[src/rtl/fill_xcel_pkg.sv]
`default_nettype none
// ============================================================================
// Module   : fill_xcel_pkg
// Purpose  : Shared types and constants for the fill accelerator: the
//            controller state encoding, the memory request type code and the
//            number of bytes per memory word.
// Ports    : none (package)
// Revision : 1.0 - initial release
// ============================================================================
package fill_xcel_pkg;

  // Controller states: wait for a command, wait for a stream word,
  // write the buffered word to memory.
  typedef enum logic [1:0] {
    IDLE  = 2'd0,
    RECV  = 2'd1,
    WRITE = 2'd2
  } state_e;

  localparam logic        MEM_TYPE_WRITE = 1'b1;
  localparam int unsigned WORD_BYTES     = 4;

endpackage
`default_nettype wire

[src/rtl/fill_xcel_wbuf.sv]
`default_nettype none
// ============================================================================
// Module   : fill_xcel_wbuf
// Purpose  : Word buffer holding the most recently accepted stream word until
//            it has been written to memory. Loads when en_i is high; cleared
//            asynchronously while rst is low.
// Ports    : clk   - clock
//            rst   - asynchronous active-low reset
//            en_i  - load enable
//            d_i   - word to load
//            q_o   - buffered word
// Revision : 1.0 - initial release
// ============================================================================
module fill_xcel_wbuf #(
  parameter int WIDTH = 32
) (
  input  logic             clk,
  input  logic             rst,
  input  logic             en_i,
  input  logic [WIDTH-1:0] d_i,
  output logic [WIDTH-1:0] q_o
);

  logic [WIDTH-1:0] word_q;

  always_ff @(posedge clk or negedge rst) begin
    if (!rst) begin
      word_q <= '0;
    end else if (en_i) begin
      word_q <= d_i;
    end
  end

  assign q_o = word_q;

endmodule
`default_nettype wire

[src/rtl/fill_xcel.sv]
`default_nettype none
// ============================================================================
// Module   : fill_xcel
// Purpose  : Fill accelerator. Accepts a command of in_size words, then for
//            each word takes one value from the input stream and writes it to
//            memory at byte address 4*index, starting from 0x000. Each word
//            costs one RECV cycle plus one WRITE cycle per attempt.
// Ports    : clk, rst (async active-low)
//            in_val/in_rdy/in_size      - command handshake and word count
//            data_val/data_rdy/data     - stream word handshake
//            mem_val/mem_wait/mem_type/mem_addr/mem_wdata - write request
//            count                      - words written by last/current command
//            checksum                   - sum of written words (optional)
// Config   : FILL_XCEL_CHECKSUM_EN - when defined, checksum accumulates the
//            modulo-2^32 sum of completed writes; otherwise it is tied to 0.
// Revision : 1.0 - initial release
// ============================================================================
module fill_xcel
  import fill_xcel_pkg::*;
(
  input  logic        clk,
  input  logic        rst,
  input  logic        in_val,
  output logic        in_rdy,
  input  logic [6:0]  in_size,
  input  logic        data_val,
  output logic        data_rdy,
  input  logic [31:0] data,
  output logic        mem_val,
  input  logic        mem_wait,
  output logic        mem_type,
  output logic [31:0] mem_addr,
  output logic [31:0] mem_wdata,
  output logic [6:0]  count,
  output logic [31:0] checksum
);

  state_e      state_q;
  logic [6:0]  size_q;
  logic [6:0]  count_q;
  logic [6:0]  count_d;
  logic        in_rdy_q;
  logic        data_rdy_q;
  logic        mem_val_q;
  logic [31:0] wbuf_q;

  // in_rdy_q / data_rdy_q / mem_val_q are registered copies of
  // (state == IDLE / RECV / WRITE), so they double as state decodes here.
  logic cmd_accept;
  logic word_accept;
  logic wr_done;

  assign cmd_accept  = in_rdy_q && in_val;
  assign word_accept = data_rdy_q && data_val;
  assign wr_done     = mem_val_q && !mem_wait;
  assign count_d     = count_q + 7'd1;

  always_ff @(posedge clk or negedge rst) begin
    if (!rst) begin
      state_q    <= IDLE;
      size_q     <= '0;
      count_q    <= '0;
      in_rdy_q   <= 1'b1;
      data_rdy_q <= 1'b0;
      mem_val_q  <= 1'b0;
    end else begin
      case (state_q)
        IDLE: begin
          if (in_val) begin
            count_q <= '0;
            // A zero-length command completes on the spot.
            if (in_size != 7'd0) begin
              size_q     <= in_size;
              state_q    <= RECV;
              in_rdy_q   <= 1'b0;
              data_rdy_q <= 1'b1;
            end
          end
        end
        RECV: begin
          if (data_val) begin
            state_q    <= WRITE;
            data_rdy_q <= 1'b0;
            mem_val_q  <= 1'b1;
          end
        end
        WRITE: begin
          if (!mem_wait) begin
            count_q   <= count_d;
            mem_val_q <= 1'b0;
            if (count_d == size_q) begin
              state_q  <= IDLE;
              in_rdy_q <= 1'b1;
            end else begin
              state_q    <= RECV;
              data_rdy_q <= 1'b1;
            end
          end
        end
        default: begin
          state_q    <= IDLE;
          in_rdy_q   <= 1'b1;
          data_rdy_q <= 1'b0;
          mem_val_q  <= 1'b0;
        end
      endcase
    end
  end

  fill_xcel_wbuf #(
    .WIDTH (32)
  ) u_wbuf (
    .clk  (clk),
    .rst  (rst),
    .en_i (word_accept),
    .d_i  (data),
    .q_o  (wbuf_q)
  );

`ifdef FILL_XCEL_CHECKSUM_EN
  logic [31:0] checksum_q;
  logic [31:0] checksum_d;

  assign checksum_d = checksum_q + wbuf_q;

  always_ff @(posedge clk or negedge rst) begin
    if (!rst) begin
      checksum_q <= '0;
    end else if (cmd_accept) begin
      checksum_q <= '0;
    end else if (wr_done) begin
      checksum_q <= checksum_d;
    end
  end

  assign checksum = checksum_q;
`else
  // Handshake terms only feed the checksum; keep them referenced.
  logic unused_ok;
  assign unused_ok = cmd_accept ^ wr_done;
  assign checksum  = 32'd0;
`endif

  // Address tracks the write index directly, so it stays put while stalled.
  assign mem_addr  = 32'(count_q) * 32'(WORD_BYTES);
  assign mem_wdata = wbuf_q;
  assign mem_type  = MEM_TYPE_WRITE;
  assign mem_val   = mem_val_q;
  assign in_rdy    = in_rdy_q;
  assign data_rdy  = data_rdy_q;
  assign count     = count_q;

endmodule
`default_nettype wire

[config.mk]
export PLATFORM = sky130hd
export DESIGN_NAME = fill_xcel
export DESIGN_NICKNAME = d
export VERILOG_FILES = /design/src/rtl/fill_xcel_pkg.sv /design/src/rtl/fill_xcel_wbuf.sv /design/src/rtl/fill_xcel.sv
export SDC_FILE = /design/constraint.sdc
export NUM_CORES = 1
export LEC_CHECK = 0
export CORE_MARGIN = 10
export CORE_UTILIZATION = 40
export CTS_BUF_LIST = sky130_fd_sc_hd__clkbuf_4
export DETAILED_ROUTE_END_ITERATION = 7
export PLACE_DENSITY_LB_ADDON = 0.05
export SYNTH_ARGS = -nofsm -noshare
export SYNTH_HDL_FRONTEND = slang
export SYNTH_SLANG_ARGS = --single-unit
[constraint.sdc]
create_clock -name clk -period 4.2 [get_ports clk]
set_clock_uncertainty 0.2 [all_clocks]
set_input_delay 0.84 -clock clk [delete_from_list [all_inputs] [get_ports clk]]
set_output_delay 0.84 -clock clk [all_outputs]
set_load 0.03 [all_outputs]
==> results_dict.tcl <==
set metrics [dict create \
    run_status "finished clean" \
    drt-vias-per-instance 4.377 \
    finalSetupViolCount 0 \
    cpPeakStageDelay_ns 0.74 \
    cts_tree "yes" \
    drive_above_1_share 0.1652 \
    cts-buffers-inserted 5 \
    first_pass_iters 4 \
    final_common_cell "clkdlybuf4s50_1" \
    ys_top_cells_by_area "dfrtp_1, buf_4, mux2_2" \
    rsz0062_at_grt "false" \
    grt_usage 0.1225 \
    power_leakage_uw 0.001556 \
    gp_congestion 0.7444 \
    postRouteAntennaNets 0 \
    grt_first_pass_wirelength_mm 11.00 \
    clockBufferDepth 2 \
    cts_root_buf "clkbuf_4" \
    cp.required_ns 3.16 \
    arrival_ns 1.67 \
    drt-wirelength-per-cell_um 16.20 \
    cp_cell_sequence "clkdlybuf4s50_1" \
    fp.dieW_um 104.0 \
    area_delta_synth_final_pct 28.22 \
    period_minus_slack_ns 2.709 \
    drc 0 \
    maxSlewViolCount 0 \
    max_freq_ghz 0.3692 \
    cp_num_buf_inv 1 \
    grt_max_degree 40 \
    fin_crit_sh 0.6450 \
    num_antenna_cells 0 \
    end_kind "primary output" \
    fin_ws_ns 1.491 \
    num-fill-cells 661 \
    final_area_sq_um 3621 \
    cpMaxStageDelayCell "clkdlybuf4s50_1" \
    startpoint_type "flip-flop" \
    hold_class "flip-flop to flip-flop" \
    via_count 1904 \
    dpl_cell_area_sq_um 3563 \
    yosysTopAreaCell "dfrtp_1" \
    ir_worst_vdd_mv 0.3326 \
    post_synth.cell_area_avg_sq_um 11.12 \
    clk_pin_slew_ns 0.17 \
    syn_inst 254 \
    post-cts-setup-buffers 0 \
    hold_viol 0 \
    yosysTopAreaCellShare 0.4431 \
    rows 30 \
    worst_skew_pair.late_latency_ns 0.37 \
    cap_violations 0 \
    fp.dieH_um 104.0 \
    cts_resized 0 \
    htreeDepth 2 \
    initial_core_util 0.4134 \
    grt_pass1_vias 2021 \
    crit_family "buffers and inverters" \
    die_area_sq_um 10820 \
    gr-total-overflow 0 \
    antenna_found_initial 0 \
    worstSetupPathType "flip-flop to primary output" \
    setup-tns-final_ns 0 \
    port_buffers 92 \
    cts.sinks 51 \
    tightest_slew_ns 0.8784 \
    dpl.hpwl_mm 5.502 \
    coreArea_sq_um 6832 \
    power_density_nw_per_um2 711.8 \
    cp_max_fo 10 \
    most-common-layout-cells "clkdlybuf4s50_1, conb_1, dfrtp_1" \
    ctsHoldBuffers 0 \
    io_pins 151 \
    post-place-ws_ns 1.307 \
    drtIter0Drc 60 \
    max_slew_margin 0.4144 \
    yosysSeqAreaShare 0.4524 \
    ys_ff_latch 51 \
    ys.warnings.count 0 \
    routed_wl_mm 7.047 \
    netlist_area_sq_um 2824 \
    ys_types 44 \
    nNetsFinal 383 \
]
==> registers in the layout, summed over array words and instances, names as in the netlist <==
name	count
size_q	7
state_q	2
data_rdy	1
count	7
u_wbuf.q_o	32
in_rdy	1
mem_val	1
==> kinds of logic after synthesis <==
group | synth area share
AO/OA/AOI/OAI | 0.09261
XOR/XNOR | 0.02437
adder cells (fa/ha/maj) | 0.004430
buffers and inverters | 0.1927
flip-flops | 0.4524
multiplexers | 0.1555
other | 0.002659
AND/OR/NAND/NOR | 0.07533
==> cells in the mapped netlist <==
master,number
a21oi_2,1
clkbuf_1,2
buf_1,3
nor2_1,5
nor4_1,1
o21a_1,2
o41ai_1,1
nor3_1,4
o21bai_1,1
o211ai_1,1
nand3_2,1
a21boi_0,2
mux2_2,39
buf_4,65
nand4bb_1,1
a21o_1,2
buf_2,3
nand3b_1,2
a21oi_1,6
a211o_1,2
nand2_1,14
a22o_1,1
conb_1,2
and4b_1,1
xor2_1,3
dfrtp_1,50
inv_1,6
or4_1,1
and3b_1,1
a31oi_1,1
ha_1,1
o22a_1,1
xnor2_2,1
a2111oi_4,1
a211oi_1,1
or2_4,1
or3_1,1
and3_1,1
o21ai_0,14
nand3_1,2
a22oi_1,1
nor4_4,1
xnor2_1,3
dfstp_2,1
==> final timing paths <==
path	from	to	slack, ns	cells after the start
setup / recovery	count[2]	mem_addr[4]	1.49	1
hold / removal	u_wbuf.q_o[6]	u_wbuf.q_o[6]	0.32	1
setup reg to reg	count[0]	state_q[0]	1.94	6
hold reg to reg	u_wbuf.q_o[6]	u_wbuf.q_o[6]	0.32	1
max in group asynchronous	rst	in_rdy	2.65	2
min in group asynchronous	rst	size_q[1]	0.37	1
==> power by group <==
| part | internal [uW] | switching (uW) | leakage, uW |
|---|---|---|---|
| combinational | 643 | 793 | 0.000917 |
| sequential | 714 | 199 | 0.000610 |
| clock | 64.7 | 164 | 0.0000288 |
| total | 1420 | 1160 | 0.00156 |
==> per-stage QoR <==
step | instances | util | hold slack (ns) | power [uW]
finish | 435 | 0.5300 | 0.3225 | 2577
global route | 435 | 0.5300 | 0.3396 | 2747
CTS | 435 | 0.5300 | 0.3287 | 2614
detailed placement | 427 | 0.5216 | 0.2919 | 2372
global placement | 427 | 0.5216 | 0.2865 | 2358
floorplan | 310 | - | 0.3008 | 1850
==> final cells by class <==
| type | instances | area [sq um] | area share |
|---|---|---|---|
| well taps | 96 | 120.1 | 0.03317 |
| clock buffers | 5 | 37.54 | 0.01037 |
| repair buffers | 94 | 930.9 | 0.2571 |
| flip-flops and latches | 51 | 1277 | 0.3528 |
| clock inverters | 3 | 20.02 | 0.005529 |
| multi-input cells | 180 | 1212 | 0.3348 |
| inverters | 6 | 22.52 | 0.006220 |
==> per-layer routing <==
layer	global-route usage	vias to the layer above	wire [um]
met5	0	-	0
met4	0.02386	0	24
met3	0.08612	2	995
met2	0.1964	90	3276
met1	0.1297	898	2750
li1	-	914	-
(Power assumes the default switching activity.)
